$ cat config.mk
export PLATFORM = sky130hd
export DESIGN_NAME = refclk_ctrl_flat
export DESIGN_NICKNAME = d
export VERILOG_FILES = /design/src/rtl/refclk_ctrl_if.sv /design/src/rtl/refclk_ctrl.sv /design/src/flat_wrapper.sv
export SDC_FILE = /design/constraint.sdc
export NUM_CORES = 1
export LEC_CHECK = 0
export CAP_MARGIN = 20
export CORE_MARGIN = 3
export CORE_UTILIZATION = 50
export DETAILED_ROUTE_END_ITERATION = 10
export PLACE_DENSITY = 0.9
export SYNTH_ARGS = -nofsm -noshare
export SYNTH_HDL_FRONTEND = slang
export SYNTH_SLANG_ARGS = --single-unit
$ cat constraint.sdc
create_clock -name clk -period 3.2 [get_ports clk]
set_clock_uncertainty 0.2 [all_clocks]
set_input_delay 0.32 -clock clk [delete_from_list [all_inputs] [get_ports clk]]
set_output_delay 0.32 -clock clk [all_outputs]
set_load 0.1 [all_outputs]
$ cat src/rtl/refclk_ctrl_if.sv
// Bundles the configuration, counter and divider signals of refclk_ctrl.
// The master side drives requests and refclk; the slave side is the controller.
interface refclk_ctrl_if #(
  parameter int BW = 8,
  parameter int CW = 16
);
  logic          cfg_wr;
  logic [BW-1:0] cfg_div;
  logic          cfg_ack;
  logic          cfg_busy;
  logic          cnt_start;
  logic          cnt_stop;
  logic          auto_reload;
  logic [CW-1:0] cmp_val;
  logic          refclk;
  logic [BW-1:0] ref_st;
  logic [CW-1:0] cnt;
  logic          irq;
  logic          running;

  modport master (
    output cfg_wr, cfg_div, cnt_start, cnt_stop, auto_reload, cmp_val, refclk,
    input  cfg_ack, cfg_busy, ref_st, cnt, irq, running
  );

  modport slave (
    input  cfg_wr, cfg_div, cnt_start, cnt_stop, auto_reload, cmp_val, refclk,
    output cfg_ack, cfg_busy, ref_st, cnt, irq, running
  );
endinterface

$ cat src/rtl/refclk_ctrl.sv
// Reference-clock controller: applies divider ratio changes only on refclk
// rising edges and counts refclk periods against a compare value.
module refclk_ctrl #(
  parameter int BW      = 8,
  parameter int CW      = 16,
  parameter int DEF_DIV = 15
) (
  input logic          clk,
  input logic          rst_n,
  refclk_ctrl_if.slave bus
);
  localparam logic [1:0]    ST_STOP  = 2'd0;
  localparam logic [1:0]    ST_RUN   = 2'd1;
  localparam logic [1:0]    ST_PEND  = 2'd2;
  localparam logic [CW-1:0] CNT_ONE  = CW'(1);
  localparam logic [CW-1:0] CNT_ZERO = CW'(0);
  localparam logic [BW-1:0] DIV_RST  = BW'(DEF_DIV);

  logic [1:0]    state_r,  state_s;
  logic [BW-1:0] shadow_r, shadow_s;
  logic [BW-1:0] ref_st_r, ref_st_s;
  logic [CW-1:0] cnt_r,    cnt_s;
  logic          refclk_q_r;
  logic          apply_r,   apply_s;
  logic          irq_r,     irq_s;
  logic          ack_r,     ack_s;
  logic          busy_r,    busy_s;
  logic          running_r, running_s;
  logic          edge_s, hit_s, stop_s;

  assign edge_s = bus.refclk & ~refclk_q_r;
  assign hit_s  = edge_s && (bus.cmp_val != CNT_ZERO) && (cnt_r == (bus.cmp_val - CNT_ONE));
  // A one-shot terminal count stops the counter exactly like cnt_stop does.
  assign stop_s = (state_r != ST_STOP) && (bus.cnt_stop || (hit_s && !bus.auto_reload));

  // Next-state logic; apply_r carries a ratio written while stopped into ref_st one cycle later.
  always_comb begin
    state_s   = state_r;
    shadow_s  = shadow_r;
    ref_st_s  = ref_st_r;
    cnt_s     = cnt_r;
    irq_s     = 1'b0;
    ack_s     = 1'b0;
    busy_s    = busy_r;
    apply_s   = 1'b0;
    if (apply_r) begin
      ref_st_s = shadow_r;
      ack_s    = 1'b1;
    end else begin
      ref_st_s = ref_st_r;
    end
    if ((state_r != ST_STOP) && edge_s) begin
      if (hit_s) begin
        cnt_s = CNT_ZERO;
        irq_s = 1'b1;
      end else begin
        cnt_s = cnt_r + CNT_ONE;
      end
    end else begin
      cnt_s = cnt_r;
    end
    case (state_r)
      ST_STOP: begin
        busy_s = 1'b0;
        if (bus.cfg_wr) begin
          shadow_s = bus.cfg_div;
          apply_s  = 1'b1;
        end else begin
          apply_s = 1'b0;
        end
        if (bus.cnt_start && !bus.cnt_stop) begin
          cnt_s   = CNT_ZERO;
          state_s = ST_RUN;
        end else begin
          state_s = ST_STOP;
        end
      end
      ST_RUN: begin
        if (stop_s) begin
          state_s = ST_STOP;
          if (bus.cfg_wr) begin
            shadow_s = bus.cfg_div;
            apply_s  = 1'b1;
          end else begin
            apply_s = 1'b0;
          end
        end else if (bus.cfg_wr) begin
          shadow_s = bus.cfg_div;
          busy_s   = 1'b1;
          state_s  = ST_PEND;
        end else begin
          state_s = ST_RUN;
        end
      end
      ST_PEND: begin
        if (edge_s || stop_s) begin
          ref_st_s = shadow_r;
          ack_s    = 1'b1;
          busy_s   = 1'b0;
          state_s  = stop_s ? ST_STOP : ST_RUN;
          if (bus.cfg_wr) begin
            shadow_s = bus.cfg_div;
            if (stop_s) begin
              apply_s = 1'b1;
            end else begin
              busy_s  = 1'b1;
              state_s = ST_PEND;
            end
          end else begin
            shadow_s = shadow_r;
          end
        end else if (bus.cfg_wr) begin
          shadow_s = bus.cfg_div;
        end else begin
          shadow_s = shadow_r;
        end
      end
      default: begin
        state_s = ST_STOP;
        busy_s  = 1'b0;
      end
    endcase
    running_s = (state_s != ST_STOP);
  end

  // State and output registers with synchronous active-low reset.
  always_ff @(posedge clk) begin
    if (!rst_n) begin
      state_r    <= ST_STOP;
      shadow_r   <= DIV_RST;
      ref_st_r   <= DIV_RST;
      cnt_r      <= CNT_ZERO;
      refclk_q_r <= 1'b0;
      apply_r    <= 1'b0;
      irq_r      <= 1'b0;
      ack_r      <= 1'b0;
      busy_r     <= 1'b0;
      running_r  <= 1'b0;
    end else begin
      state_r    <= state_s;
      shadow_r   <= shadow_s;
      ref_st_r   <= ref_st_s;
      cnt_r      <= cnt_s;
      refclk_q_r <= bus.refclk;
      apply_r    <= apply_s;
      irq_r      <= irq_s;
      ack_r      <= ack_s;
      busy_r     <= busy_s;
      running_r  <= running_s;
    end
  end

  assign bus.ref_st   = ref_st_r;
  assign bus.cnt      = cnt_r;
  assign bus.irq      = irq_r;
  assign bus.cfg_ack  = ack_r;
  assign bus.cfg_busy = busy_r;
  assign bus.running  = running_r;
endmodule

$ cat src/flat_wrapper.sv
// flat-port wrapper written by rule: the top's interface ports become plain ports
module refclk_ctrl_flat 
#(
  parameter int BW      = 8,
  parameter int CW      = 16,
  parameter int DEF_DIV = 15
)
  (clk, rst_n, bus_cfg_wr, bus_cfg_div, bus_cnt_start, bus_cnt_stop, bus_auto_reload, bus_cmp_val, bus_refclk, bus_cfg_ack, bus_cfg_busy, bus_ref_st, bus_cnt, bus_irq, bus_running);
  refclk_ctrl_if #(.BW(BW), .CW(CW)) bus_i ();
  input logic clk;
  input logic rst_n;
  input wire logic [$bits(bus_i.cfg_wr)-1:0] bus_cfg_wr;
  input wire logic [$bits(bus_i.cfg_div)-1:0] bus_cfg_div;
  input wire logic [$bits(bus_i.cnt_start)-1:0] bus_cnt_start;
  input wire logic [$bits(bus_i.cnt_stop)-1:0] bus_cnt_stop;
  input wire logic [$bits(bus_i.auto_reload)-1:0] bus_auto_reload;
  input wire logic [$bits(bus_i.cmp_val)-1:0] bus_cmp_val;
  input wire logic [$bits(bus_i.refclk)-1:0] bus_refclk;
  output wire logic [$bits(bus_i.cfg_ack)-1:0] bus_cfg_ack;
  output wire logic [$bits(bus_i.cfg_busy)-1:0] bus_cfg_busy;
  output wire logic [$bits(bus_i.ref_st)-1:0] bus_ref_st;
  output wire logic [$bits(bus_i.cnt)-1:0] bus_cnt;
  output wire logic [$bits(bus_i.irq)-1:0] bus_irq;
  output wire logic [$bits(bus_i.running)-1:0] bus_running;
  assign bus_i.cfg_wr = bus_cfg_wr;
  assign bus_i.cfg_div = bus_cfg_div;
  assign bus_i.cnt_start = bus_cnt_start;
  assign bus_i.cnt_stop = bus_cnt_stop;
  assign bus_i.auto_reload = bus_auto_reload;
  assign bus_i.cmp_val = bus_cmp_val;
  assign bus_i.refclk = bus_refclk;
  assign bus_cfg_ack = bus_i.cfg_ack;
  assign bus_cfg_busy = bus_i.cfg_busy;
  assign bus_ref_st = bus_i.ref_st;
  assign bus_cnt = bus_i.cnt;
  assign bus_irq = bus_i.irq;
  assign bus_running = bus_i.running;
  refclk_ctrl #(.BW(BW), .CW(CW), .DEF_DIV(DEF_DIV)) u_core (.clk(clk), .rst_n(rst_n), .bus(bus_i));
endmodule
==> results of run 1 <==
## sequential cells by signal, summed over array words and instances, names as in the netlist
| signal | cells |
|---|---|
| u_core.bus.cfg_ack | 1 |
| u_core.bus.cnt | 16 |
| u_core.state_r | 2 |
| u_core.bus.ref_st | 8 |
| u_core.apply_r | 1 |
| u_core.bus.running | 1 |
| u_core.bus.irq | 1 |
| u_core.refclk_q_r | 1 |
| u_core.shadow_r | 8 |
| u_core.bus.cfg_busy | 1 |
## cell usage in the layout (no fill, tap or decap), types with 3 or more instances in the layout
master and n:
nand2_1 31, mux2i_1 8, inv_1 11, a31oi_1 3
nand2b_1 4, a21oi_1 10, o21ai_0 9, nand4_1 7
clkbuf_8 5, buf_4 50, nor3_1 21, nor2_1 19
ha_1 7, clkdlybuf4s50_1 35, xnor2_1 18, dfxtp_1 40
nand3_1 14, nor2b_1 12, xor2_1 14, or2_2 5
a21boi_0 5
## area by class of cell
class	count	share of cell area [%]
flip-flops and latches	40	23.9
clock inverters	2	1.04
well taps	65	2.42
repair buffers	86	22.2
inverters	11	1.23
multi-input cells	234	47.0
clock buffers	6	2.16
## Yosys cell counts, drive strengths merged, types with 3 or more instances
cell	count
mux2i	8
nor3	22
or2	5
nor2	20
xor2	14
xnor2	18
clkbuf	7
or4	3
a21boi	5
a21oi	10
nor4	4
a31oi	3
dfxtp	40
o21ai	11
nand2	32
nand3	14
inv	11
ha	8
nor2b	12
nand2b	4
nand4	7
## per-layer routing
layer	up-vias	part of all wire, %
met5	-	0
met1	1176	42
li1	1216	-
met4	0	1.5
met3	13	6.5
met2	99	50
## power breakdown
group,leakage [nW],internal (mW),switching [mW]
Combinational,0.962,0.103,0.132
Clock,0.0552,0.231,0.172
Sequential,0.326,0.512,0.00895
Total,1.34,0.846,0.313
## worst min-delay path: cells and delay by family (launching register included)
| family | cells | cell delay [ns] |
|---|---|---|
| and+or+nand+nor | 1 | 0.05 |
| AOI/OAI and AO/OA | 1 | 0.07 |
| DFF | 1 | 0.31 |
## timing repair
item / 4_1_cts / 5_1_grt
setup endpoints to repair: 0 / 22
gates resized for setup: 0 / 5
setup buffers: 0 / 0
## worst max-delay path by stage
stage | end | slack [ns] | cells after the start | from
global placement | u_core.bus.cfg_busy$_SDFFE_PN0P_ | -0.16 | 10 | bus_cmp_val[0]
CTS | u_core.bus.cfg_busy$_SDFFE_PN0P_ | 0.09 | 10 | bus_cmp_val[1]
floorplan | u_core.bus.cnt[10]$_SDFF_PN0_ | 0.27 | 8 | u_core.bus.cnt[3]$_SDFF_PN0_
detailed placement | u_core.bus.cfg_busy$_SDFFE_PN0P_ | -0.20 | 10 | bus_cmp_val[1]
finish | u_core.bus.cfg_busy$_SDFFE_PN0P_ | 0.14 | 10 | bus_cmp_val[1]
global route | u_core.bus.cnt[0]$_SDFF_PN0_ | -0.0008 | 11 | bus_cmp_val[1]
## through the flow
step | setup slack (ns) | hold slack (ns) | TNS, ns
2_1_floorplan | 0.273 | 0.240 | 0
3_3_place_gp | -0.158 | 0.249 | -2.48
3_5_place_dp | -0.201 | 0.263 | -3.37
4_1_cts | 0.0914 | 0.275 | 0
5_1_grt | -0.000777 | 0.286 | -0.000777
6_report | 0.141 | 0.270 | 0
## logic make-up after synthesis
| group | count (synthesis) |
|---|---|
| xor+xnor | 32 |
| fa+ha+maj | 8 |
| flops | 40 |
| simple gates | 137 |
| mux | 8 |
| compound gates | 49 |
| buf+inv | 19 |
==> flow_metrics.env, run 1 <==
export IMPL_fp_dieH_um=75.9
export IMPL_min_from="u_core.shadow_r[7]$_SDFFE_PN0P_"
export IMPL_yosys_warnings=0
export IMPL_grt_ovfl_total=0
export IMPL_slew_limit_headroom_pct=34.7
export IMPL_whs_path_depth=2
export IMPL_gr_usage_all_layers_pct=25.5
export IMPL_yosys_area_share_xor_xnor_pct=11.5
export IMPL_stdcell_count=444
export IMPL_r2r_start="u_core.state_r[0]$_SDFF_PN0_"
export IMPL_ant_nets=0
export IMPL_final_util_pct=74.0
export IMPL_rows=24
export IMPL_setup_viol=0
export IMPL_clk_latency_ns=0.29
export IMPL_dieArea_mm2=0.00575
export IMPL_numPortBuffers=58
export IMPL_synth_compound_area_share_pct=13.8
export IMPL_vias_per_cell=5.64
export IMPL_dp_final_hpwl_um=5430
export IMPL_reg2reg_to="u_core.bus.cnt[10]$_SDFF_PN0_"
export IMPL_period_needed_ns=3.06
export IMPL_cp_cell_sequence="clkdlybuf4s50_1, inv_1, ha_2, or4b_4, nor4_2, xnor2_1, a2111o_1, or3b_4, o311a_1, o22ai_1"
export IMPL_r2r_cells=8
export IMPL_cts_tree="built"
export IMPL_grt_use_met3_pct=5.28
export IMPL_yosys_area_top_type="dfxtp_1"
export IMPL_drt_wl_total_um=7040
export IMPL_irDropWorstVdd_uv=239
export IMPL_reg2reg_slack_ns=0.58
export IMPL_critPathCaptureType="register"
export IMPL_power_density_mw_per_mm2=345
export IMPL_period_share_pct=95.6
export IMPL_cts_hold_buffers=0
export IMPL_synth_flop_cell="dfxtp_1"
export IMPL_arrival_ns=3.06
export IMPL_num_antenna_cells=0
export IMPL_drive_gt1_share_pct=21.1
export IMPL_met1_usage_pct=31.9
export IMPL_regArea_um2=801
export IMPL_synthMuxAreaShare_pct=3.28
export IMPL_crit_fanout=5
export IMPL_power_mw=1.16
export IMPL_cp_data_required_time_ns=3.21
export IMPL_wl_per_cell_um=15.9
export IMPL_hold_violations=0
export IMPL_placed_cells=436
export IMPL_worst_pin_slew_ns=0.976
export IMPL_critPathBufInv=2
export IMPL_cap_viol_max_count=0
export IMPL_antenna_found_initial=0
export IMPL_die_w_um=75.9
export IMPL_clk_pin_slew_worst_paths_ns=0.07
export IMPL_synth_area_leaders="dfxtp_1 (33%), xnor2_1 (6.5%), xor2_1 (5.0%), nand2_1 (4.8%), nor3_1 (4.3%)"
export IMPL_synth_simple_area_share_pct=31.2
export IMPL_start_util_pct=53.8
export IMPL_synthArstFlopShare_pct=0
export IMPL_grt_pass1_wl_um=11200
export IMPL_synth_top_family_by_area="simple AND/OR/NAND/NOR gates"
export IMPL_multi_input_area_mm2=0.00158
export IMPL_grt_pass1_vias=2430
export IMPL_place_area_mm2=0.00323
export IMPL_core_mm2=0.00453
export IMPL_io_pins=59
export IMPL_fmax_mhz=327
export IMPL_synth_area_mm2=0.00244
export IMPL_num_vias=2504
export IMPL_synthToLayoutAreaGrowth_pct=37.5
export IMPL_yosys_area_top_type_share_pct=32.8
export IMPL_syn_area_per_cell_um2=8.33
export IMPL_cts_sinks=40
export IMPL_synthesis_nets=332
export IMPL_grt_busiest_layer="met2"
export IMPL_status="finished, final reports clean"
export IMPL_cts_root_buf="clkbuf_8"
export IMPL_cp_slowest_cell="or4b_4"
export IMPL_yosysUniqueCellTypes=53
export IMPL_num_fill_cells=336
export IMPL_synth_seq_cells=40
export IMPL_gp_congestion=0.980
export IMPL_max_stage_delay_ns=0.51
export IMPL_drt_pass1_iter_count=5
export IMPL_ys_seq_area_share_pct=32.8
export IMPL_slew_viol_final=0
export IMPL_post_route_drc_count=0
export IMPL_synth_edff_count=0
export IMPL_hold_end="u_core.shadow_r[7]$_SDFFE_PN0P_"
export IMPL_cts_buffer_depth=2
export IMPL_htreeDepth=2
export IMPL_leakagePower_nw=1.34
export IMPL_grt_start_max_net_pins=24
export IMPL_crit_family="simple AND/OR/NAND/NOR gates"
export IMPL_syn_inst=293
export IMPL_start_kind="primary input"
export IMPL_nets=417
export IMPL_design_area_mm2=0.00335
export IMPL_critical_path_class="in -> reg"
export IMPL_drt_iter0_markers=208
export IMPL_use_met2_pct=43.2
export IMPL_cts_buffers=5
export IMPL_hp_class="reg -> reg"
export IMPL_synthAdderAreaFrac_pct=4.10
Power figures use the tool's default switching activity.
==> inputs of run 2 (changes only) <==
--- a/config.mk
+++ b/config.mk
@@ -7,9 +7,11 @@
 export LEC_CHECK = 0
 export CAP_MARGIN = 20
 export CORE_MARGIN = 3
-export CORE_UTILIZATION = 50
+export CORE_UTILIZATION = 63
 export DETAILED_ROUTE_END_ITERATION = 10
-export PLACE_DENSITY = 0.9
+export DONT_BUFFER_PORTS = 1
+export MAX_ROUTING_LAYER = met4
+export PLACE_DENSITY = 0.88
 export SYNTH_ARGS = -nofsm -noshare
 export SYNTH_HDL_FRONTEND = slang
 export SYNTH_SLANG_ARGS = --single-unit
==> flow_metrics.env, run 2 (synthesis gave the netlist of run 1 again) <==
export IMPL_ant_nets=0
export IMPL_worst_pin_slew_ns=1.00
export IMPL_clk_latency_ns=0.29
export IMPL_num_antenna_cells=0
export IMPL_grt_ovfl_total=0
export IMPL_num_vias=2337
export IMPL_clk_pin_slew_worst_paths_ns=0.08
export IMPL_fmax_mhz=359
export IMPL_cts_buffer_depth=2
export IMPL_design_area_mm2=0.00278
export IMPL_critical_path_class="in -> reg"
export IMPL_leakagePower_nw=1.08
export IMPL_setup_slack_ns=0.413
export IMPL_gp_congestion=0.935
export IMPL_period_share_pct=87.1
export IMPL_irDropWorstVdd_uv=395
export IMPL_largest_reg_flops=16
export IMPL_cts_sinks=40
export IMPL_drt_pass1_iter_count=4
export IMPL_setup_viol=0
export IMPL_hold_violations=1
export IMPL_cts_resized=0
export IMPL_reg2reg_slack_ns=0.63
export IMPL_hp_class="in -> reg"
export IMPL_nets=360
export IMPL_startpoint="bus_cmp_val[1]"
export IMPL_cts_buffers=5
export IMPL_endpoint="u_core.bus.cnt[15]$_SDFF_PN0_"
export IMPL_die_w_um=68.2
export IMPL_drt_wl_total_um=6690
export IMPL_rows=21
export IMPL_grt_pass1_vias=2244
export IMPL_io_pins=59
export IMPL_htreeDepth=2
export IMPL_slew_limit_headroom_pct=33.2
export IMPL_grt_start_max_net_pins=20
export IMPL_core_mm2=0.00352
export IMPL_numPortBuffers=0
export IMPL_status="finished, violations left"
export IMPL_rsz0062_at_grt="no"
export IMPL_tns_ns=0
export IMPL_stdcell_count=367
export IMPL_start_util_pct=69.3
export IMPL_start_kind="primary input"
export IMPL_whs_ns=-0.00347
export IMPL_final_util_pct=79.0
export IMPL_synthToLayoutAreaGrowth_pct=14.0
export IMPL_critPathCaptureType="register"
export IMPL_cp_data_required_time_ns=3.14
export IMPL_period_needed_ns=2.79
export IMPL_place_area_mm2=0.00261
export IMPL_r2r_cells=8
export IMPL_arrival_ns=2.73
export IMPL_wl_per_cell_um=18.2
export IMPL_violations="hold timing"
export IMPL_dieArea_mm2=0.00466
export IMPL_grt_pass1_wl_um=10800
export IMPL_gr_usage_all_layers_pct=32.0
export IMPL_drive_gt1_share_pct=14.0
export IMPL_drt_iter0_markers=201
export IMPL_fp_dieH_um=68.2
export IMPL_crit_fanout=14
export IMPL_slew_viol_final=0
export IMPL_final_cell_mix="dfxtp_1 (40), nand2_1 (31), nor3_1 (21), nor2_1 (20), buf_4 (20)"
export IMPL_place_worst_setup_slack_ns=0.205
export IMPL_vias_per_cell=6.37
export IMPL_cts_root_buf="clkbuf_8"
export IMPL_num_fill_cells=257
export IMPL_cap_viol_max_count=0
export IMPL_post_route_drc_count=0
export IMPL_cts_tree="built"
export IMPL_power_density_mw_per_mm2=359
export IMPL_antenna_found_initial=0
export IMPL_layout_commonest_cell="dfxtp_1"
export IMPL_placed_cells=351
export IMPL_r2r_start="u_core.state_r[0]$_SDFF_PN0_"
export IMPL_dp_final_hpwl_um=4720
export IMPL_power_uw=999
export IMPL_reg2reg_to="u_core.bus.cnt[15]$_SDFF_PN0_"
-- run 2: cell count changes in the layout (fill, tap and decap cells not counted), sizes merged --
cell	previous run	this run
clkdlybuf4s50	35	0
buf	51	20
dlygate4sd3	0	9
bufinv	1	0
clkbuf	6	5
clkinvlp	0	1
-- run 2: power breakdown --
part | switching (mW) | internal (mW)
logic | 0.0721 | 0.0549
clock network | 0.169 | 0.147
registers | 0.0443 | 0.512
-- run 2: cell type report --
| cell class | instances | area (µm²) | share of cell area [%] |
|---|---|---|---|
| well taps | 46 | 57.6 | 2.07 |
| inverters | 11 | 41.3 | 1.48 |
| multi-input cells | 234 | 1560 | 56.1 |
| repair buffers | 29 | 240 | 8.64 |
| clock inverters | 2 | 12.5 | 0.450 |
| flip-flops and latches | 40 | 801 | 28.8 |
| clock buffers | 5 | 68.8 | 2.47 |
-- run 2: repair_timing --
action,in CTS,in global routing
hold buffers,9,0
endpoints found under the hold margin,19,0
setup endpoints to repair,0,0
setup buffers,0,0
-- run 2: worst min-delay path by stage --
stage | from | endpoint | slack [ns] | cells past startpoint
after floorplan | u_core.shadow_r[0]$_SDFFE_PN1P_ | u_core.shadow_r[0]$_SDFFE_PN1P_ | 0.24 | 2
after global placement | rst_n | u_core.bus.ref_st[0]$_SDFF_PN1_ | 0.19 | 1
after detailed placement | rst_n | u_core.bus.ref_st[0]$_SDFF_PN1_ | 0.19 | 1
after CTS | bus_cfg_div[6] | u_core.shadow_r[6]$_SDFFE_PN0P_ | 0.002 | 2
after global routing | rst_n | u_core.bus.cfg_busy$_SDFFE_PN0P_ | 0.01 | 2
final | bus_cfg_div[6] | u_core.shadow_r[6]$_SDFFE_PN0P_ | -0.003 | 2
-- run 2: metal layers --
metal	global-route usage, %	up-vias	share of wire, %
li1	-	1104	-
met1	42.1	1123	42
met2	49.5	96	49
met3	4.93	14	7.7
met4	12.2	0	1.6
met5	-	-	0
-- run 2: worst max-delay path, cell delays in order --
cell	delay [ns]
inv_1	0.06
ha_1	0.22
or4b_4	0.51
nor4_1	0.32
xnor2_1	0.11
a2111o_1	0.31
nand4b_2	0.34
nor3_4	0.22
buf_4	0.22
nor3_1	0.09
